File: src/rtl/eth_tx_arbiter.sv
// eth_tx_arbiter: frame-level arbiter sharing the 10G MAC transmit AXI-stream
// between the NetTLP encapsulated-TLP path (s0) and the control-plane responder (s1).
// Whole frames are granted at a time. Granted beats pass through combinationally.
// A frame that runs past MAX_BEATS is cut with an error marker, and its tail is drained.
module eth_tx_arbiter #(
  parameter int unsigned DATA_WIDTH = 64,
  parameter int unsigned KEEP_WIDTH = 8,
  parameter int unsigned MAX_BEATS  = 192,
  parameter int unsigned PRIO_MODE  = 0,
  parameter int unsigned CNT_WIDTH  = 32
) (
  input  logic                  clk156,
  input  logic                  sys_rst156,
  input  logic                  s0_tvalid,
  output logic                  s0_tready,
  input  logic [DATA_WIDTH-1:0] s0_tdata,
  input  logic [KEEP_WIDTH-1:0] s0_tkeep,
  input  logic                  s0_tlast,
  input  logic                  s1_tvalid,
  output logic                  s1_tready,
  input  logic [DATA_WIDTH-1:0] s1_tdata,
  input  logic [KEEP_WIDTH-1:0] s1_tkeep,
  input  logic                  s1_tlast,
  output logic                  m_tvalid,
  input  logic                  m_tready,
  output logic [DATA_WIDTH-1:0] m_tdata,
  output logic [KEEP_WIDTH-1:0] m_tkeep,
  output logic                  m_tlast,
  output logic                  m_tuser,
  output logic [CNT_WIDTH-1:0]  frame_cnt0,
  output logic [CNT_WIDTH-1:0]  frame_cnt1,
  output logic [CNT_WIDTH-1:0]  trunc_cnt
);

  localparam int unsigned BEAT_W = (MAX_BEATS > 2) ? $clog2(MAX_BEATS) : 1;
  localparam logic [BEAT_W-1:0] LAST_BEAT = BEAT_W'(MAX_BEATS - 1);

  localparam logic [2:0] ST_IDLE   = 3'd0;
  localparam logic [2:0] ST_GRANT0 = 3'd1;
  localparam logic [2:0] ST_GRANT1 = 3'd2;
  localparam logic [2:0] ST_FLUSH0 = 3'd3;
  localparam logic [2:0] ST_FLUSH1 = 3'd4;

  logic [2:0]           state_q, state_d;
  logic                 last_grant_q, last_grant_d;
  logic [BEAT_W-1:0]    beat_cnt_q, beat_cnt_d;
  logic [CNT_WIDTH-1:0] frame_cnt0_q, frame_cnt0_d;
  logic [CNT_WIDTH-1:0] frame_cnt1_q, frame_cnt1_d;
  logic [CNT_WIDTH-1:0] trunc_cnt_q, trunc_cnt_d;

  logic                  sel_s1;
  logic                  sel_tvalid;
  logic [DATA_WIDTH-1:0] sel_tdata;
  logic [KEEP_WIDTH-1:0] sel_tkeep;
  logic                  sel_tlast;
  logic                  at_limit;
  logic                  trunc_beat;

  // Select the source owned by the current grant/flush state
  always_comb begin
    sel_s1     = (state_q == ST_GRANT1) || (state_q == ST_FLUSH1);
    sel_tvalid = sel_s1 ? s1_tvalid : s0_tvalid;
    sel_tdata  = sel_s1 ? s1_tdata  : s0_tdata;
    sel_tkeep  = sel_s1 ? s1_tkeep  : s0_tkeep;
    sel_tlast  = sel_s1 ? s1_tlast  : s0_tlast;
    at_limit   = (beat_cnt_q == LAST_BEAT);
    trunc_beat = at_limit && !sel_tlast;
  end

  // Next-state, counter and stream output logic
  always_comb begin
    state_d      = state_q;
    last_grant_d = last_grant_q;
    beat_cnt_d   = beat_cnt_q;
    frame_cnt0_d = frame_cnt0_q;
    frame_cnt1_d = frame_cnt1_q;
    trunc_cnt_d  = trunc_cnt_q;
    m_tvalid     = 1'b0;
    m_tdata      = '0;
    m_tkeep      = '0;
    m_tlast      = 1'b0;
    m_tuser      = 1'b0;
    s0_tready    = 1'b0;
    s1_tready    = 1'b0;

    case (state_q)
      ST_IDLE: begin
        // Ties go to s1 in fixed-priority mode, else to the source not served last
        if (s0_tvalid && s1_tvalid) begin
          if ((PRIO_MODE != 0) || !last_grant_q) begin
            state_d      = ST_GRANT1;
            last_grant_d = 1'b1;
          end else begin
            state_d      = ST_GRANT0;
            last_grant_d = 1'b0;
          end
        end else if (s0_tvalid) begin
          state_d      = ST_GRANT0;
          last_grant_d = 1'b0;
        end else if (s1_tvalid) begin
          state_d      = ST_GRANT1;
          last_grant_d = 1'b1;
        end
      end

      ST_GRANT0, ST_GRANT1: begin
        m_tvalid = sel_tvalid;
        m_tdata  = sel_tdata;
        m_tkeep  = sel_tkeep;
        m_tlast  = sel_tlast || trunc_beat;
        m_tuser  = trunc_beat && sel_tvalid;
        if (sel_s1) begin
          s1_tready = m_tready;
        end else begin
          s0_tready = m_tready;
        end
        if (sel_tvalid && m_tready) begin
          if (sel_tlast) begin
            beat_cnt_d = '0;
            state_d    = ST_IDLE;
            if (sel_s1) begin
              frame_cnt1_d = frame_cnt1_q + CNT_WIDTH'(1);
            end else begin
              frame_cnt0_d = frame_cnt0_q + CNT_WIDTH'(1);
            end
          end else if (at_limit) begin
            beat_cnt_d  = '0;
            trunc_cnt_d = trunc_cnt_q + CNT_WIDTH'(1);
            state_d     = sel_s1 ? ST_FLUSH1 : ST_FLUSH0;
          end else begin
            beat_cnt_d = beat_cnt_q + BEAT_W'(1);
          end
        end
      end

      ST_FLUSH0, ST_FLUSH1: begin
        // Swallow the tail of a truncated frame up to and including its tlast
        if (sel_s1) begin
          s1_tready = 1'b1;
        end else begin
          s0_tready = 1'b1;
        end
        if (sel_tvalid && sel_tlast) begin
          beat_cnt_d = '0;
          state_d    = ST_IDLE;
        end
      end

      default: begin
        state_d = ST_IDLE;
      end
    endcase
  end

  // State and counter registers
  always_ff @(posedge clk156) begin
    if (sys_rst156) begin
      state_q      <= ST_IDLE;
      last_grant_q <= 1'b1;
      beat_cnt_q   <= '0;
      frame_cnt0_q <= '0;
      frame_cnt1_q <= '0;
      trunc_cnt_q  <= '0;
    end else begin
      state_q      <= state_d;
      last_grant_q <= last_grant_d;
      beat_cnt_q   <= beat_cnt_d;
      frame_cnt0_q <= frame_cnt0_d;
      frame_cnt1_q <= frame_cnt1_d;
      trunc_cnt_q  <= trunc_cnt_d;
    end
  end

  assign frame_cnt0 = frame_cnt0_q;
  assign frame_cnt1 = frame_cnt1_q;
  assign trunc_cnt  = trunc_cnt_q;

endmodule

File: config.mk
export PLATFORM = sky130hd
export DESIGN_NAME = eth_tx_arbiter
export DESIGN_NICKNAME = d
export VERILOG_FILES = /design/src/rtl/eth_tx_arbiter.sv
export SDC_FILE = /design/constraint.sdc
export NUM_CORES = 1
export LEC_CHECK = 0
export CORE_AREA = 2 2 127 129
export CTS_BUF_LIST = sky130_fd_sc_hd__clkbuf_8
export CTS_CLUSTER_SIZE = 40
export DETAILED_ROUTE_END_ITERATION = 7
export DIE_AREA = 0 0 129 131
export PLACE_DENSITY_LB_ADDON = 0.12
export SYNTH_ARGS = -nofsm -noshare
export SYNTH_HDL_FRONTEND = slang
export SYNTH_SLANG_ARGS = --single-unit
File: constraint.sdc
create_clock -name clk156 -period 3.6 [get_ports clk156]
set_input_delay 0.9 -clock clk156 [delete_from_list [all_inputs] [get_ports clk156]]
set_output_delay 0.9 -clock clk156 [all_outputs]
set_load 0.005 [all_outputs]
## Word-level counts from Yosys, hierarchy flattened

Index checks and enable logic that the tools add are counted.

- Memories: 0
- Output and inout port bits: 173
- Input port bits: 151
- ROM bits: 0
- Logic and storage cells: 74
- RAM bits: 0
- Flip-flop bits (word level): 108
- Bits in latches: 0

- $lt $le $gt $ge: 0
- Equality and inequality tests: 9
- Shifts and indexed selects: 0
- Reductions and logical operators: 19
- Multipliers: 0
- Add/sub/neg operators: 4
- Muxes and demuxes: 34
- Div/mod/pow operators: 0
- Bitwise logic cells: 2

Operators with widths:

| cell | number |
|---|---|
| two-way mux 64 bit | 2 |
| adder 32 x 1 -> 32 bit, second input constant | 3 |
| two-way mux 8 bit | 6 |
| two-way mux 3 bit | 8 |
| one-hot mux 8 bit (2 select lines) | 1 |
| AND reduction 4 bit | 4 |
| two-way mux 1 bit | 13 |
| one-hot mux 3 bit (3 select lines) | 1 |
| adder 8 x 1 -> 8 bit, second input constant | 1 |
| equality test 8 bit, second input constant | 1 |
| equality test 3 x 2 -> 1 bit, second input constant | 2 |
| logical AND 1 bit | 5 |
| inequality test 2 bit, second input constant | 2 |
| inequality test 4 bit, second input constant | 1 |
| one-hot mux 1 bit (2 select lines) | 2 |
| OR reduction 2 bit | 2 |
| equality test 3 x 1 -> 1 bit, second input constant | 1 |
| equality test 3 bit, second input constant | 1 |
| zero test 3 bit | 1 |
| inequality test 3 bit, second input constant | 1 |
| AND reduction 3 bit | 1 |
| nonzero test 3 bit | 1 |
| logical OR 1 bit | 2 |
| two-way mux 2 bit | 1 |
| 4 further kinds | 5 |

## Longest topological paths before layout

- Depth after elaboration: 7
- Gate-level depth with buffers: 9
- Mapped depth without buffers: 6

## Worst setup path after synthesis

OpenSTA, ideal clock, no wires.

- Path kind: reg2out
- Start point: reg state_q[0]
- End point: out m_tlast
- Arrival time: 1.603 ns
- Required time: 2.700 ns
- Path buffers: 4
- Cell stages (with the launch flop): 8
- Setup slack: 1.097 ns
- Path through: dfxtp_1 -> buf_2 -> buf_1 -> xor2_1 -> nand2b_1 -> clkbuf_1 -> clkbuf_1 -> nor2_1

- Cells in the longest elaborated chain, start to end: 7
- Elaborated cells on any way between the ends: 10
- Those cells by class: eq/ne: 3; mux: 2; reduce/logical: 5

RTL lines:

| element | RTL line | text |
|---|---|---|
| start, declared | 44 | `logic [2:0] state_q, state_d;` |
| start signal, assigned | 165 | `state_q <= state_d;` |
| equality test 3 x 2 -> 1 bit or equality test 3 bit (tied branches) | 61, 86 |  |
| logical OR 1 bit | 61 | `sel_s1 = (state_q == ST_GRANT1) \|\| (state_q == ST_FLUSH1);` |
| two-way mux 1 bit | 65 | `sel_tlast = sel_s1 ? s1_tlast : s0_tlast;` |
| zero test 1 bit | 67 | `trunc_beat = at_limit && !sel_tlast;` |
| logical AND 1 bit | 67 |  |
| logical OR 1 bit | 110 | `m_tlast = sel_tlast \|\| trunc_beat;` |
| two-way mux 1 bit * | 86 | `case (state_q)` |
| end, declared | 28 | `output logic m_tlast,` |

Every way passes the cells marked *; elsewhere a longest branch is shown, timed or not.

## Worst setup path after layout

- Start point: reg state_q[1]
- End point: out m_tkeep[6]

- Cells in the longest elaborated chain, start to end: 4
- Elaborated cells on any way between the ends: 7
- Those cells by class: eq/ne: 3; mux: 2; reduce/logical: 2

RTL lines:

| element | RTL line | text |
|---|---|---|
| equality test 3 x 2 -> 1 bit or equality test 3 bit (tied branches) | 61, 86 |  |
| logical OR 1 bit | 61 |  |
| two-way mux 8 bit | 64 | `sel_tkeep = sel_s1 ? s1_tkeep : s0_tkeep;` |
| two-way mux 8 bit * | 86 |  |
| end, declared | 27 | `output logic [KEEP_WIDTH-1:0] m_tkeep,` |

Marks and branches as above.

==> results.toml <==
[run_status]
status = "finished clean"

[layout]
drive_gt1_frac = 0.0437
syn_to_final_growth_pct = 57.5
fin_nets = 1364
n_fill_cell = 1391

[routing]
drt-wirelength-per-cell_um = 16.9
first_iter_violations = 413
vias_per_cell = 5.46
drc = 0
totalWireLength_mm = 24.2
ant_nets = 0
first_pass_iters = 5
num_vias = 7840

[synth]
avgSynthCellArea_um2 = 7.16
async_flop_share = 0
synth_edf_count = 0
synth-seq-cells = 108
ys_seq_area_frac = 0.332
synthCells = 911
ys_warn_count = 0
synth_area_leaders = "dfxtp_1, nand2_1, a21oi_1"
yosysUniqueCellTypes = 50
synth_top_area_cell = "dfxtp_1"
synthesis.nets = 1066
synthFlopType = "dfxtp_1"
yosysTopAreaCellShare = 0.332
synthesis.area_um2 = 6520

[timing]
finalClockSkew_ns = 0.0175
finalHoldViolations = 0
finalSetupViolCount = 0
rsz0062_at_grt = "false"
final.min_clock_period_ns = 3.41
relSlewSlack = 0.513
finalMaxSlewViolations = 0
fin_crit_sh = 0.948
max_freq_mhz = 293
worstMarginPinSlew_ns = 0.726
fin_setup_tns_ns = 0
fin_ws_ns = 0.188

[place]
port_buffers = 323
globalplace.congestion = 0.900
dp_hpwl_mm = 18.6
post-place-ws_ns = 0.177

[worst_setup_path]
worstRegToRegCells = 7
critical_path.startpoint_type = "flip-flop"
crit_fanout = 49
critical_path_required_ns = 2.70
path_class = "flip-flop to output pin"
end_kind = "output pin"
critical_path_arrival_ns = 2.51

[cts]
cts_made_buffers = 9
clockRootBuffer = "clkbuf_8"
clockBufferDepth = 2
numClockSinks = 108
htreeDepth = 3
holdBufCountCts = 0
worstSkewPairLatency_ns = 0.38
cts_tree = "yes"
clk_pin_slew_worst_paths_ns = 0.11

[worst_hold_path]
hp-class = "flip-flop to flip-flop"
holdPathStages = 2

[die]
row_count = 46
die_area_um2 = 16900
die_w_um = 129
coreArea_um2 = 15600
die_h_um = 131
io_pins = 324
start_util = 0.418

[pwr]
leakage_nw = 3.46
ir_drop_v = 0.000245
finalPower_mw = 4.17
power.density_nw_per_um2 = 406

[global_route]
grt_pass1_vias = 6704
grt_max_degree = 73
overflow = 0
grt_pass1_wl_mm = 35.3
track_usage = 0.262
antenna_found_initial = 6

[run]
max-cap-violations = 0
cells in the final DEF, fill, tap and decap left out, types with 6 or more instances in the layout:
cell type | netlist | routed
nand4_1 | 28 | 28
nor3_1 | 11 | 11
nor4_1 | 10 | 10
and2_1 | 13 | 13
a21oi_1 | 138 | 138
o31ai_1 | 33 | 33
xor2_1 | 17 | 17
clkdlybuf4s50_1 | 0 | 322
xnor2_1 | 18 | 18
diode_2 | 0 | 6
dfxtp_1 | 108 | 107
clkbuf_8 | 0 | 9
o21ai_0 | 37 | 37
or4_1 | 34 | 34
inv_1 | 19 | 19
mux2i_1 | 6 | 6
nand3_1 | 36 | 36
and4_1 | 11 | 11
nor2_1 | 46 | 45
and3_1 | 15 | 15
nand2_1 | 194 | 193
buf_4 | 1 | 22
or3_1 | 26 | 26
cell type report:
type | count | area (um^2) | share of cell area
repair buffers | 347 | 3450 | 0.336
flip-flops and latches | 108 | 2160 | 0.211
clock inverters | 7 | 123 | 0.0119
multi-input cells | 724 | 4060 | 0.395
inverters | 19 | 71.3 | 0.00694
diodes | 6 | 15.0 | 0.00146
well taps | 216 | 270 | 0.0263
clock buffers | 9 | 124 | 0.0121
stage by stage:
stage	hold slack [ns]	util	instance area [um^2]	instances
after floorplan	0.473	-	6520	911
after global placement	0.464	0.642	10000	1414
after detailed placement	0.483	0.642	10000	1414
after CTS	0.498	0.658	10300	1430
after global routing	0.530	0.659	10300	1436
final	0.493	0.659	10300	1436
critical path: stages (launching register included):
cell,delay [ns]
dfxtp_2,0.47
xnor2_1,0.22
nor2_4,0.27
buf_12,0.27
nand2_1,0.08
a21oi_1,0.24
clkdlybuf4s50_1,0.57
where the power goes:
part           internal [mW]  total [mW]  switching [mW]
clock                  0.468       0.904           0.435
combinational           1.05        2.04           0.987
sequential              1.21        1.24          0.0243
total                   2.73        4.17            1.45
worst paths after layout:
check,startpoint,end,slack [ns]
min reg2reg,frame_cnt1[31],frame_cnt1[31],0.49
max reg2reg,state_q[2],trunc_cnt[14],1.10
max,state_q[1],m_tkeep[6],0.19
min,frame_cnt1[31],frame_cnt1[31],0.49
cell families after synthesis:
kind of cell,share of synthesized area
xor+xnor,0.0470
simple gates,0.351
compound gates,0.205
buf+inv,0.0482
mux,0.00921
fa+ha+maj,0.00768
flops,0.332
synthesized netlist by cell type, drive strengths merged, types with 5 or more instances:
master	n
nand3b	5
nand2	194
inv	19
nor2	46
and2	13
nand3	36
and3	15
nor3	11
nand4b	5
buf	13
or4	34
and4	11
or3	26
nor4	11
dfxtp	108
xnor2	18
nand4	28
o31ai	33
o21ai	37
a32o	5
clkbuf	47
a21oi	139
mux2i	6
xor2	17
what timing repair did:
action                     4_1_cts  5_1_grt
setup endpoints to repair        2        0
buffers inserted                 0        0
gates resized for setup          1        0
registers in the layout (all words and copies together), names as in the netlist:
| name | cells |
|---|---|
| trunc_cnt | 32 |
| last_grant_q | 1 |
| beat_cnt_q | 8 |
| frame_cnt1 | 32 |
| state_q | 3 |
| frame_cnt0 | 32 |
layer usage:
| layer | global-route usage | wire, um | vias up |
|---|---|---|---|
| li1 | - | - | 3894 |
| met1 | 0.318 | 9850 | 3670 |
| met2 | 0.453 | 12200 | 245 |
| met3 | 0.0550 | 1650 | 31 |
| met4 | 0.110 | 522 | 0 |
| met5 | 0 | 0 | - |
Note: power is estimated with default switching activity, not from simulation.
==> RTL change, RTL diff (same flow settings) <==
Make the reset (`sys_rst156`) asynchronous in one clocked block.
--- a/src/rtl/eth_tx_arbiter.sv
+++ b/src/rtl/eth_tx_arbiter.sv
@@ -155,3 +155,3 @@
   // State and counter registers
-  always_ff @(posedge clk156) begin
+  always_ff @(posedge clk156 or posedge sys_rst156) begin
     if (sys_rst156) begin
Behaviour: differs if sys_rst156 is asserted again (counterexample within 4 cycles, from zero or initial values and one cycle with sys_rst156 high); with sys_rst156 held inactive, the same outputs for 4 cycles.
==> RTL change against the original RTL <==
Setup slack lost 63 ps; sequential cell count is the same; final area shrank 0.54%; global-route usage shrank 0.077 points; area after synthesis shrank 1.3%; critical path depth is the same; wire length shrank 5.0%; power grew 29%; maximum frequency shrank 1.8%; largest cell class unchanged; highest routed layer is now met5.
==> RTL change: results (changes against the original RTL) <==
| Metric | Value |
|---|---|
| Post-synthesis net count | 916 (was 1066) |
| Post-CTS resize count | 0 (was 1) |
| Commonest cells post-synth | nand2_1, dfrtp_1, a21oi_1 (was nand2_1, a21oi_1, dfxtp_1) |
| Largest net degree at the start of global routing | 59 (was 73) |
| Final Net Count | 1236 (was 1364) |
| Post-CTS setup buffers | 0 (unchanged) |
| Crit path max-delay family | buffers and inverters (unchanged) |
| Max incr delay on CP | 580 ps |
| R2R Setup Slk | 1330 ps (was 1100 ps) |
| Setup CP Type | flip-flop to output pin (unchanged) |
| HP Class | flip-flop to flip-flop (unchanged) |
| Fin Clk Skew | 11.4 ps (was 17.5 ps) |
| Ys async rst share | 100% (was 0%) |
| TritonCTS Buffers | 9 (unchanged) |
| Clock root cell | clkbuf_8 (unchanged) |
| RR Startpoint | state_q[2] (unchanged) |
| Critical path peak fanout | 39 (was 49) |
| Top-count cell post-synth | nand2_1 (unchanged) |
| Post-DP HPWL | 18200 µm (was 18600 µm) |
| RR Endpoint | trunc_cnt[1] (was trunc_cnt[14]) |
| Fill cell count | 1331 (was 1391) |
| Predominant post-synthesis flop cell | dfrtp_1 (was dfxtp_1) |
| Min-delay src | frame_cnt0[31] (was frame_cnt1[31]) |
| Wirelength, routed | 23000 µm (was 24200 µm) |
| Leakage power | 4.49 nW (was 3.46 nW) |
| Top post-synthesis cells by area | dfrtp_1, nand2_1, xor2_1, a21oi_1, xnor2_1 (was dfxtp_1, nand2_1, a21oi_1, or4_1, o31ai_1) |
| First-pass GRT wire length | 33600 µm (was 35300 µm) |
| Overall global routing resource usage | 26.1% (was 26.2%) |
| Worst Hold End | frame_cnt0[31] (was frame_cnt1[31]) |
| Final cell count without fillers | 1307 (was 1436) |
| Slew Limit Headroom | 57.4% (was 51.3%) |
| Routability Congestion | 0.838 (was 0.900) |
| Worst EP arrival | 2570 ps (was 2510 ps) |
| Post-synthesis sequential area ratio | 42.0% (was 33.2%) |
| Vias per cell | 5.07 (was 5.46) |
| Min-Delay Path Depth | 1 (was 2) |
| Peak supply drop | 0.000354 V (was 0.000245 V) |
| Synthesized area per cell | 8.45 µm² (was 7.16 µm²) |
| CP max stage cell | clkdlybuf4s50_1 (unchanged) |
| 1st-pass router iterations | 5 (unchanged) |
| Yosys cell types | 61 (was 50) |
| Share of layout cells above drive strength 1 | 6.08% (was 4.37%) |
| Initial drt markers | 428 (was 413) |
| Outcome | finished, final reports clean (unchanged) |
| Crit path from | state_q[1] (unchanged) |
| Reg2reg path depth | 5 (was 7) |
| Vias in the first global route | 5956 (was 6704) |
[RTL change: cell types whose count changed in the layout (fill, tap and decap cells not counted), moves of 25 or more]
cell     change
or4_1       -32
xor2_1      +33
xnor2_1     +26
or3_1       -25
dfrtp_1    +107
a21oi_1     -60
o31ai_1     -29
dfxtp_1    -107
[RTL change: cell type report]
type	instances	area (µm²)	area share (%)
Clock inverter	6	48.8	0.478
Timing Repair Buffer	347	3460	33.9
Multi-Input combinational cell	596	3500	34.3
Clock buffer	10	138	1.35
Tap cell	216	270	2.65
Antenna cell	5	12.5	0.122
Sequential cell	108	2700	26.5
Inverter	19	75.1	0.735
[RTL change: worst reg2reg max path, stage by stage, from the launching register on]
cell and delay [ps]:
dfrtp_1 440, buf_4 240, or3b_1 390, a31oi_1 530, or3_1 250, mux2_1 330
[RTL change: how the worst max path moves through the flow]
| stage | to | depth (start not counted) | slack [ps] |
|---|---|---|---|
| floorplan | m_tdata[0] | 6 | 1100 |
| global placement | m_tlast | 5 | 160 |
| detailed placement | m_tlast | 5 | 190 |
| CTS | m_tkeep[2] | 6 | 10 |
| global route | m_tdata[19] | 6 | -6 |
| finish | m_tdata[62] | 6 | 130 |
[RTL change: kinds of logic after synthesis]
| kind of cell | count (synthesis) | synth area share [%] |
|---|---|---|
| compound gates | 114 | 10.1 |
| buf+inv | 57 | 3.87 |
| xor+xnor | 94 | 12.8 |
| fa+ha+maj | 4 | 0.778 |
| flops | 108 | 42.0 |
| simple gates | 378 | 29.5 |
| mux | 6 | 0.992 |
[RTL change: power by group]
part	leakage (nW)	total, W	switching, W	internal [W]
Clock	0.0958	0.000726	0.000449	0.000277
Combinational	2.95	0.00331	0.00159	0.00172
Sequential	1.45	0.00134	0.0000661	0.00128
[RTL change: layer usage]
metal	up-vias	share of wire (%)	GRT usage (%)
met5	-	0.11	0
met4	4	0.90	4.48
met3	18	8.5	7.78
met2	219	48	42.3
met1	3132	43	35.5
li1	3248	-	-
[RTL change: stage by stage]
stage          setup slack [ps]  cell area [µm²]  setup TNS [ps]  power [W]  hold slack (ps)
2_1_floorplan              1100             6440               0    0.00276              462
3_3_place_gp                156            10000               0    0.00467              460
3_5_place_dp                192            10000               0    0.00467              464
4_1_cts                    14.8            10200               0    0.00540              484
5_1_grt                   -6.49            10200           -6.49    0.00575              493
6_report                    126            10200               0    0.00538              479
